<file path="src/rtl/regfile_wb_queue_if.sv">
// Writeback request channel into regfile_wb_queue: valid/ready with
// destination register and result data.
interface regfile_wb_queue_if #(
  parameter int DW = 64,
  parameter int AW = 5
) ();
  logic          in_valid;
  logic          in_ready;
  logic [AW-1:0] in_addr;
  logic [DW-1:0] in_data;

  modport master (output in_valid, output in_addr, output in_data, input  in_ready);
  modport slave  (input  in_valid, input  in_addr, input  in_data, output in_ready);
endinterface

</file>
<file path="src/rtl/regfile_wb_queue.sv">
// In-order writeback FIFO in front of the register file write port.
// Define REGWB_BYPASS_EN to build the newest-pending-data read bypass.
module regfile_wb_queue #(
  parameter int DEPTH    = 4,
  parameter int DW       = 64,
  parameter int AW       = 5,
  parameter int ZERO_REG = 31
) (
  input  logic                     clk,
  input  logic                     reset,
  regfile_wb_queue_if.slave        wb,
  input  logic                     drain_en,
  output logic                     RegWrite,
  output logic [AW-1:0]            WriteRegister,
  output logic [DW-1:0]            WriteData,
  input  logic [AW-1:0]            ReadRegister1,
  input  logic [AW-1:0]            ReadRegister2,
  output logic                     byp_hit1,
  output logic [DW-1:0]            byp_data1,
  output logic                     byp_hit2,
  output logic [DW-1:0]            byp_data2,
  output logic [$clog2(DEPTH):0]   occupancy
);
  localparam int PW = $clog2(DEPTH);
  localparam int CW = PW + 1;

  logic [PW-1:0]  r_head, r_tail;
  logic [CW-1:0]  r_count;
  logic [DEPTH-1:0] r_vld;
  logic [AW-1:0]  r_addr [DEPTH];
  logic [DW-1:0]  r_data [DEPTH];

  logic w_empty, w_pop, w_push;

  assign w_empty     = (r_count == '0);
  assign wb.in_ready = (r_count != CW'(DEPTH));
  assign w_pop       = !w_empty && drain_en;
  // Zero-register writes are handshaken but never occupy a slot.
  assign w_push      = wb.in_valid && wb.in_ready && (wb.in_addr != AW'(ZERO_REG));

  always_ff @(posedge clk) begin
    if (reset) begin
      r_head  <= '0;
      r_tail  <= '0;
      r_count <= '0;
      r_vld   <= '0;
    end else begin
      if (w_push) begin
        r_vld[r_tail] <= 1'b1;
        r_tail        <= r_tail + 1'b1;
      end
      if (w_pop) begin
        r_vld[r_head] <= 1'b0;
        r_head        <= r_head + 1'b1;
      end
      case ({w_push, w_pop})
        2'b10:   r_count <= r_count + 1'b1;
        2'b01:   r_count <= r_count - 1'b1;
        default: r_count <= r_count;
      endcase
    end
  end

  always_ff @(posedge clk) begin
    if (w_push) begin
      r_addr[r_tail] <= wb.in_addr;
      r_data[r_tail] <= wb.in_data;
    end
  end

  assign RegWrite      = w_pop;
  assign WriteRegister = w_empty ? '0 : r_addr[r_head];
  assign WriteData     = w_empty ? '0 : r_data[r_head];
  assign occupancy     = r_count;

`ifdef REGWB_BYPASS_EN
  logic [1:0][AW-1:0] w_rd;
  assign w_rd = {ReadRegister2, ReadRegister1};

  for (genvar k = 0; k < 2; k++) begin : g_byp
    logic          hit;
    logic [DW-1:0] dat;
    logic [PW-1:0] idx;
    // Walk oldest to newest so the last match (closest to tail) wins.
    always_comb begin
      hit = 1'b0;
      dat = '0;
      idx = '0;
      for (int i = 0; i < DEPTH; i++) begin
        idx = r_head + PW'(i);
        if (r_vld[idx] && (r_addr[idx] == w_rd[k]) && (w_rd[k] != AW'(ZERO_REG))) begin
          hit = 1'b1;
          dat = r_data[idx];
        end
      end
    end
  end

  assign byp_hit1  = g_byp[0].hit;
  assign byp_data1 = g_byp[0].dat;
  assign byp_hit2  = g_byp[1].hit;
  assign byp_data2 = g_byp[1].dat;
`else
  assign byp_hit1  = 1'b0;
  assign byp_data1 = '0;
  assign byp_hit2  = 1'b0;
  assign byp_data2 = '0;
`endif
endmodule
</file>
<file path="src/flat_wrapper.sv">
// flat-port wrapper written by rule: the top's interface ports become plain ports
module regfile_wb_queue_flat 
#(
  parameter int DEPTH    = 4,
  parameter int DW       = 64,
  parameter int AW       = 5,
  parameter int ZERO_REG = 31
)
  (clk, reset, drain_en, RegWrite, WriteRegister, WriteData, ReadRegister1, ReadRegister2, byp_hit1, byp_data1, byp_hit2, byp_data2, occupancy, wb_in_valid, wb_in_addr, wb_in_data, wb_in_ready);
  regfile_wb_queue_if #(.DW(DW), .AW(AW)) wb_i ();
  input  logic clk;
  input  logic reset;
  input  logic drain_en;
  output logic RegWrite;
  output logic [AW-1:0] WriteRegister;
  output logic [DW-1:0] WriteData;
  input  logic [AW-1:0] ReadRegister1;
  input  logic [AW-1:0] ReadRegister2;
  output logic byp_hit1;
  output logic [DW-1:0] byp_data1;
  output logic byp_hit2;
  output logic [DW-1:0] byp_data2;
  output logic [$clog2(DEPTH):0] occupancy;
  input wire logic [$bits(wb_i.in_valid)-1:0] wb_in_valid;
  input wire logic [$bits(wb_i.in_addr)-1:0] wb_in_addr;
  input wire logic [$bits(wb_i.in_data)-1:0] wb_in_data;
  output wire logic [$bits(wb_i.in_ready)-1:0] wb_in_ready;
  assign wb_i.in_valid = wb_in_valid;
  assign wb_i.in_addr = wb_in_addr;
  assign wb_i.in_data = wb_in_data;
  assign wb_in_ready = wb_i.in_ready;
  regfile_wb_queue #(.DEPTH(DEPTH), .DW(DW), .AW(AW), .ZERO_REG(ZERO_REG)) u_core (.clk(clk), .reset(reset), .wb(wb_i), .drain_en(drain_en), .RegWrite(RegWrite), .WriteRegister(WriteRegister), .WriteData(WriteData), .ReadRegister1(ReadRegister1), .ReadRegister2(ReadRegister2), .byp_hit1(byp_hit1), .byp_data1(byp_data1), .byp_hit2(byp_hit2), .byp_data2(byp_data2), .occupancy(occupancy));
endmodule
</file>
<file path="config.mk">
export PLATFORM = sky130hd
export DESIGN_NAME = regfile_wb_queue_flat
export DESIGN_NICKNAME = d
export VERILOG_FILES = /design/src/rtl/regfile_wb_queue_if.sv /design/src/rtl/regfile_wb_queue.sv /design/src/flat_wrapper.sv
export SDC_FILE = /design/constraint.sdc
export NUM_CORES = 1
export LEC_CHECK = 0
export CORE_UTILIZATION = 54
export DETAILED_ROUTE_END_ITERATION = 7
export GPL_TIMING_DRIVEN = 0
export HOLD_SLACK_MARGIN = 0.08
export PLACE_DENSITY = 0.95
export SKIP_LAST_GASP = 1
export SLEW_MARGIN = 0
export SYNTH_ARGS = -nofsm -noshare
export SYNTH_HDL_FRONTEND = slang
export SYNTH_SLANG_ARGS = --single-unit
</file>
<file path="constraint.sdc">
create_clock -name clk -period 10.71 [get_ports clk]
set_clock_uncertainty 0.2 [all_clocks]
set_input_delay 3.213 -clock clk [delete_from_list [all_inputs] [get_ports clk]]
set_output_delay 3.213 -clock clk [all_outputs]
set_load 0.02 [all_outputs]
</file>
## Word level (Yosys, flattened, before mapping)

Memories as Yosys holds them, arrays and structs flattened. A register that Yosys moved wholly into a read port is not among the register bits.
Cells that the tools add are included.

- Add/sub/neg operators: 4
- Equal/unequal tests: 4
- Multiplexer cells: 9
- Reductions and logical operators: 6

Operators by type and width:

| kind | number |
|---|---|
| $mux 64 | 1 |
| $mux 2 | 4 |
| $pmux 3 s2 | 1 |
| $mux 5 | 1 |
| $ne 5x5->1 const B | 1 |
| $add 2x1->2 const B | 2 |
| $add 3x1->3 const B | 1 |
| $logic_and 1x1->1 | 3 |
| $logic_not 3->1 | 1 |
| $ne 3x3->1 const B | 1 |
| $sub 3x1->3 const B | 1 |
| $eq 2x1->1 const B | 1 |
| $eq 2x2->1 const B | 1 |
| $mux 1 | 2 |
| $reduce_bool 2->1 | 1 |
| $logic_not 1->1 | 1 |

- Register bits after elaboration: 7
- RAM bits: 276
- Input bits: 83
- Logic and storage cells: 28
- Memories: 2

Memories:

| memory | words | width | read ports | clocked after memory_dff | wr ports | RTL line | text |
|---|---|---|---|---|---|---|---|
| u_core.r_data | 4 | 64 | 1 | 1 | 1 | regfile_wb_queue.sv:31 | `logic [DW-1:0] r_data [DEPTH];` |
| u_core.r_addr | 4 | 5 | 1 | 1 | 1 | regfile_wb_queue.sv:30 | `logic [AW-1:0] r_addr [DEPTH];` |

## Logic depth before layout (Yosys ltp)

- Depth in word-level cells: 5
- Gate-level depth with buffers: 9
- Mapped depth without buffers: 9

## Worst setup path before layout

Ideal clock, no wire load.

- Kind: input -> output
- Start: input drain_en
- End: output RegWrite
- Data arrival time: 3.479 ns
- Setup slack: 3.818 ns
- Stages: 2
- Path buffers: 0
- Cells stage by stage: o31ai_1 inv_1

- Longest elaborated chain between the ends: 1

Ends and longest elaborated chain:

| item | RTL line | text |
|---|---|---|
| from (decl) | flat_wrapper.sv:13 | `input logic drain_en;` |
| $logic_and 1x1->1 | regfile_wb_queue.sv:37 | `assign w_pop = !w_empty && drain_en;` |
| to (decl) | flat_wrapper.sv:14 | `output logic RegWrite;` |

Every way passes these cells.

## Worst setup path in the final report

Same ends and word-level chain as after synthesis.

==> run metrics <==
status finished, final reports clean; row cnt 53; Post-synth EDFFs approximately 280; antenna-violating nets left 0; Yosys reg bits 285; Port Buffers about 150; top cell type's share of synthesized area 69.7%; Vias 6083; Post-DP HPWL 15.5 mm; CORE AREA 0.0213 mm²; Worst-path clk slew 60 ps; cell total after placement 1175; pin count of the biggest net entering global routing 58; maximum vdd drop roughly 0.00023 V; CP most frequent cell clkdlybuf4s50_1; worst r2r path cells 9; Post-Syn Area roughly 0.012 mm²; Wirelength per Cell between 15 and 20 µm; Die Wd 150 µm; Levels on crit path 4; slowest cell delay on critical path 620 ps; count leader, synth edfxtp_1; TritonCTS clock tree yes; setup bufs post-CTS 0; antenna violations before repair 0; Num Clock Sinks between 200 and 300; vias in the first global route slightly above 6000; Ant. Diodes 0; Max clock buf depth 3; Final Hold Viols 0; achievable clock frequency 126 MHz; DR WL met3 between 2 and 2.5 mm; Net Sw Power about 1.1 mW; # nets final 1018; Final Core Density 71.5%; DRC errors left 0; Ports approximately 290; Cells after Synth 622; H-tree levels 1; insertion delay to the later sink of the worst-skew pair around 520 ps; starting density of the core a little under three fifths; initial DRC count 242; Slew HR 55.2%; maximum net fanout on the critical path 2; die area 0.0226 mm²; Crit path max-delay family buffers and inverters; fraction of layout cells with a size suffix above 1 27.7%; gpl congestion 0.713; worst path bufs/invs 3; post-synth top area cell edfxtp_1; crit start category input pin; Tightest Pin Transition 671 ps; metal2 WL 13.0 mm; Pleak around 5.5 nW; Worst EP arrival roughly 4600 ps; Primary FF master, synth edfxtp_1; first-pass GRT wire length 35.0 mm; Tot GR Track Use 21.4%; pwr dens 242 mW/mm²; hold crit path type reg -> reg; kind of critical path in -> out; hold-fix buffers at CTS 0; Die H 150 µm; RSZ-0062 raised after global routing no; total gr overflow 0; Cell Int Power about 2.6 mW; DR top layer met4; DRT met1 WL 8.27 mm; Final Cycle Share 74.4%; Mean Syn Cell Area 19.1 µm²; Seq/Total Area, Yosys a little under three quarters; post-cts sizing count 0; clock share of power ~27%; ys async rst share 0%; drt total wl 24.0 mm; Crit. End Element output pin; CTS root buf clkbuf_16; TritonRoute pass-1 iters 4; post-route insts no fill 1222; CP Cell Sequence clkdlybuf4s50_1 > o31ai_1 > inv_1 > clkdlybuf4s50_1; Comb pwr share 35.7%; worst hold path depth 2; sw frac a little under a third; largest cells by area after synthesis edfxtp_1 (70%), mux4_2 (13%), buf_4 (8.2%), nor2b_1 (3.5%), dfxtp_1 (1.5%); Synth Warn # 0; crit path time final 7970 ps; Critical Path Slowest Stage Cell clkdlybuf4s50_1; cts bufs inserted 27; vias per cell 4.98; Slew Limit Fails 0; part of the power in registers 37.3%; Final setup viols 0; Yosys cell types 31; Area Growth Syn to Fin 27.9%; Max-cap violations 0; Fin Setup TNS 0 ps; Required @ worst endpoint 7300 ps; most frequent cells after synthesis edfxtp_1 (276), buf_4 (130), mux4_2 (69)
==> state kept, by name, indices dropped and copies added, names as in the netlist, named ones only <==
name,count
u_core.occupancy,3
u_core.r_addr,20
u_core.r_data,256
u_core.r_head,2
u_core.r_tail,2
==> metrics by stage <==
stage	hold slack (ps)	total power, mW	area (µm²)	setup slack [ps]
after floorplan	282	2.18	12400	3820
after global placement	298	2.68	14200	2810
after detailed placement	326	2.71	14300	2770
after CTS	333	3.72	15200	2750
after global routing	363	3.83	15200	2690
final	335	3.68	15200	2740
==> layout by cell type (no fill, tap or decap), types with 2 or more instances in the layout <==
cell type,netlist,final
edfxtp_1,276,276
clkdlybuf4s50_1,0,145
buf_4,130,130
conb_1,1,130
mux4_2,69,69
nor2b_1,67,67
clkbuf_16,0,27
clkbuf_1,12,15
buf_2,9,9
dfxtp_1,9,9
nor2_1,8,8
inv_1,7,7
bufinv_16,0,6
ha_1,5,5
clkinv_2,0,5
and2_4,0,4
xor2_1,4,4
clkinv_1,0,4
buf_16,0,4
and2b_1,2,2
a21oi_1,2,2
nand2b_1,2,2
==> final cells by class <==
type / instances / area [µm²]
sequential: 285 / 8470
timing repair buffer: 149 / 1560
tap: 275 / 344
fill: 1300 / 6070
buffer: 154 / 1110
clock buffer: 30 / 687
clock inverter: 17 / 236
inverter: 7 / 26.3
multi-input combinational: 305 / 2780
==> worst min-delay path, stage by stage, from the launching register on <==
cell and delay [ps]:
dfxtp_1 340, nand2b_1 90, mux2i_1 60
==> logic make-up (layout without fill, tap and decap cells) <==
logic type	after synthesis	in the layout	synth area share [%]
flip-flops	285	285	71.2
AND/OR/NAND/NOR	88	88	4.56
multiplexers	71	71	13.3
adder cells (fa/ha/maj)	6	6	0.695
XOR/XNOR	4	4	0.295
other	1	130	0.0315
AO/OA/AOI/OAI	6	6	0.347
buffers and inverters	161	357	9.58
==> layer usage <==
metal | vias to the layer above | global-route usage (%)
li1 | 2734 | -
met1 | 3018 | 23.8
met2 | 292 | 39.9
met3 | 39 | 5.55
met4 | 0 | 6.36
met5 | - | 0
==> power by group through the flow <==
| stage | registers [mW] | clock network (mW) | logic (mW) |
|---|---|---|---|
| 3_3_place_gp | 1.40 | 0 | 1.28 |
| 5_1_grt | 1.38 | 1.04 | 1.40 |
| 3_5_place_dp | 1.40 | 0 | 1.32 |
| 6_report | 1.38 | 0.992 | 1.32 |
| 2_1_floorplan | 1.40 | 0 | 0.784 |
| 4_1_cts | 1.38 | 1.01 | 1.34 |
==> final timing paths <==
kind | startpoint | to | slack (ps)
worst min-delay path | u_core.r_tail[1]$_SDFFE_PP0P_ | u_core.r_tail[1]$_SDFFE_PP0P_ | 330
worst max-delay path | drain_en | RegWrite | 2740
worst min register to register | u_core.r_tail[1]$_SDFFE_PP0P_ | u_core.r_tail[1]$_SDFFE_PP0P_ | 330
worst max register to register | u_core.occupancy[2]$_SDFFE_PP0P_ | u_core.occupancy[2]$_SDFFE_PP0P_ | 7930
Note: power is estimated with default switching activity, not from simulation.
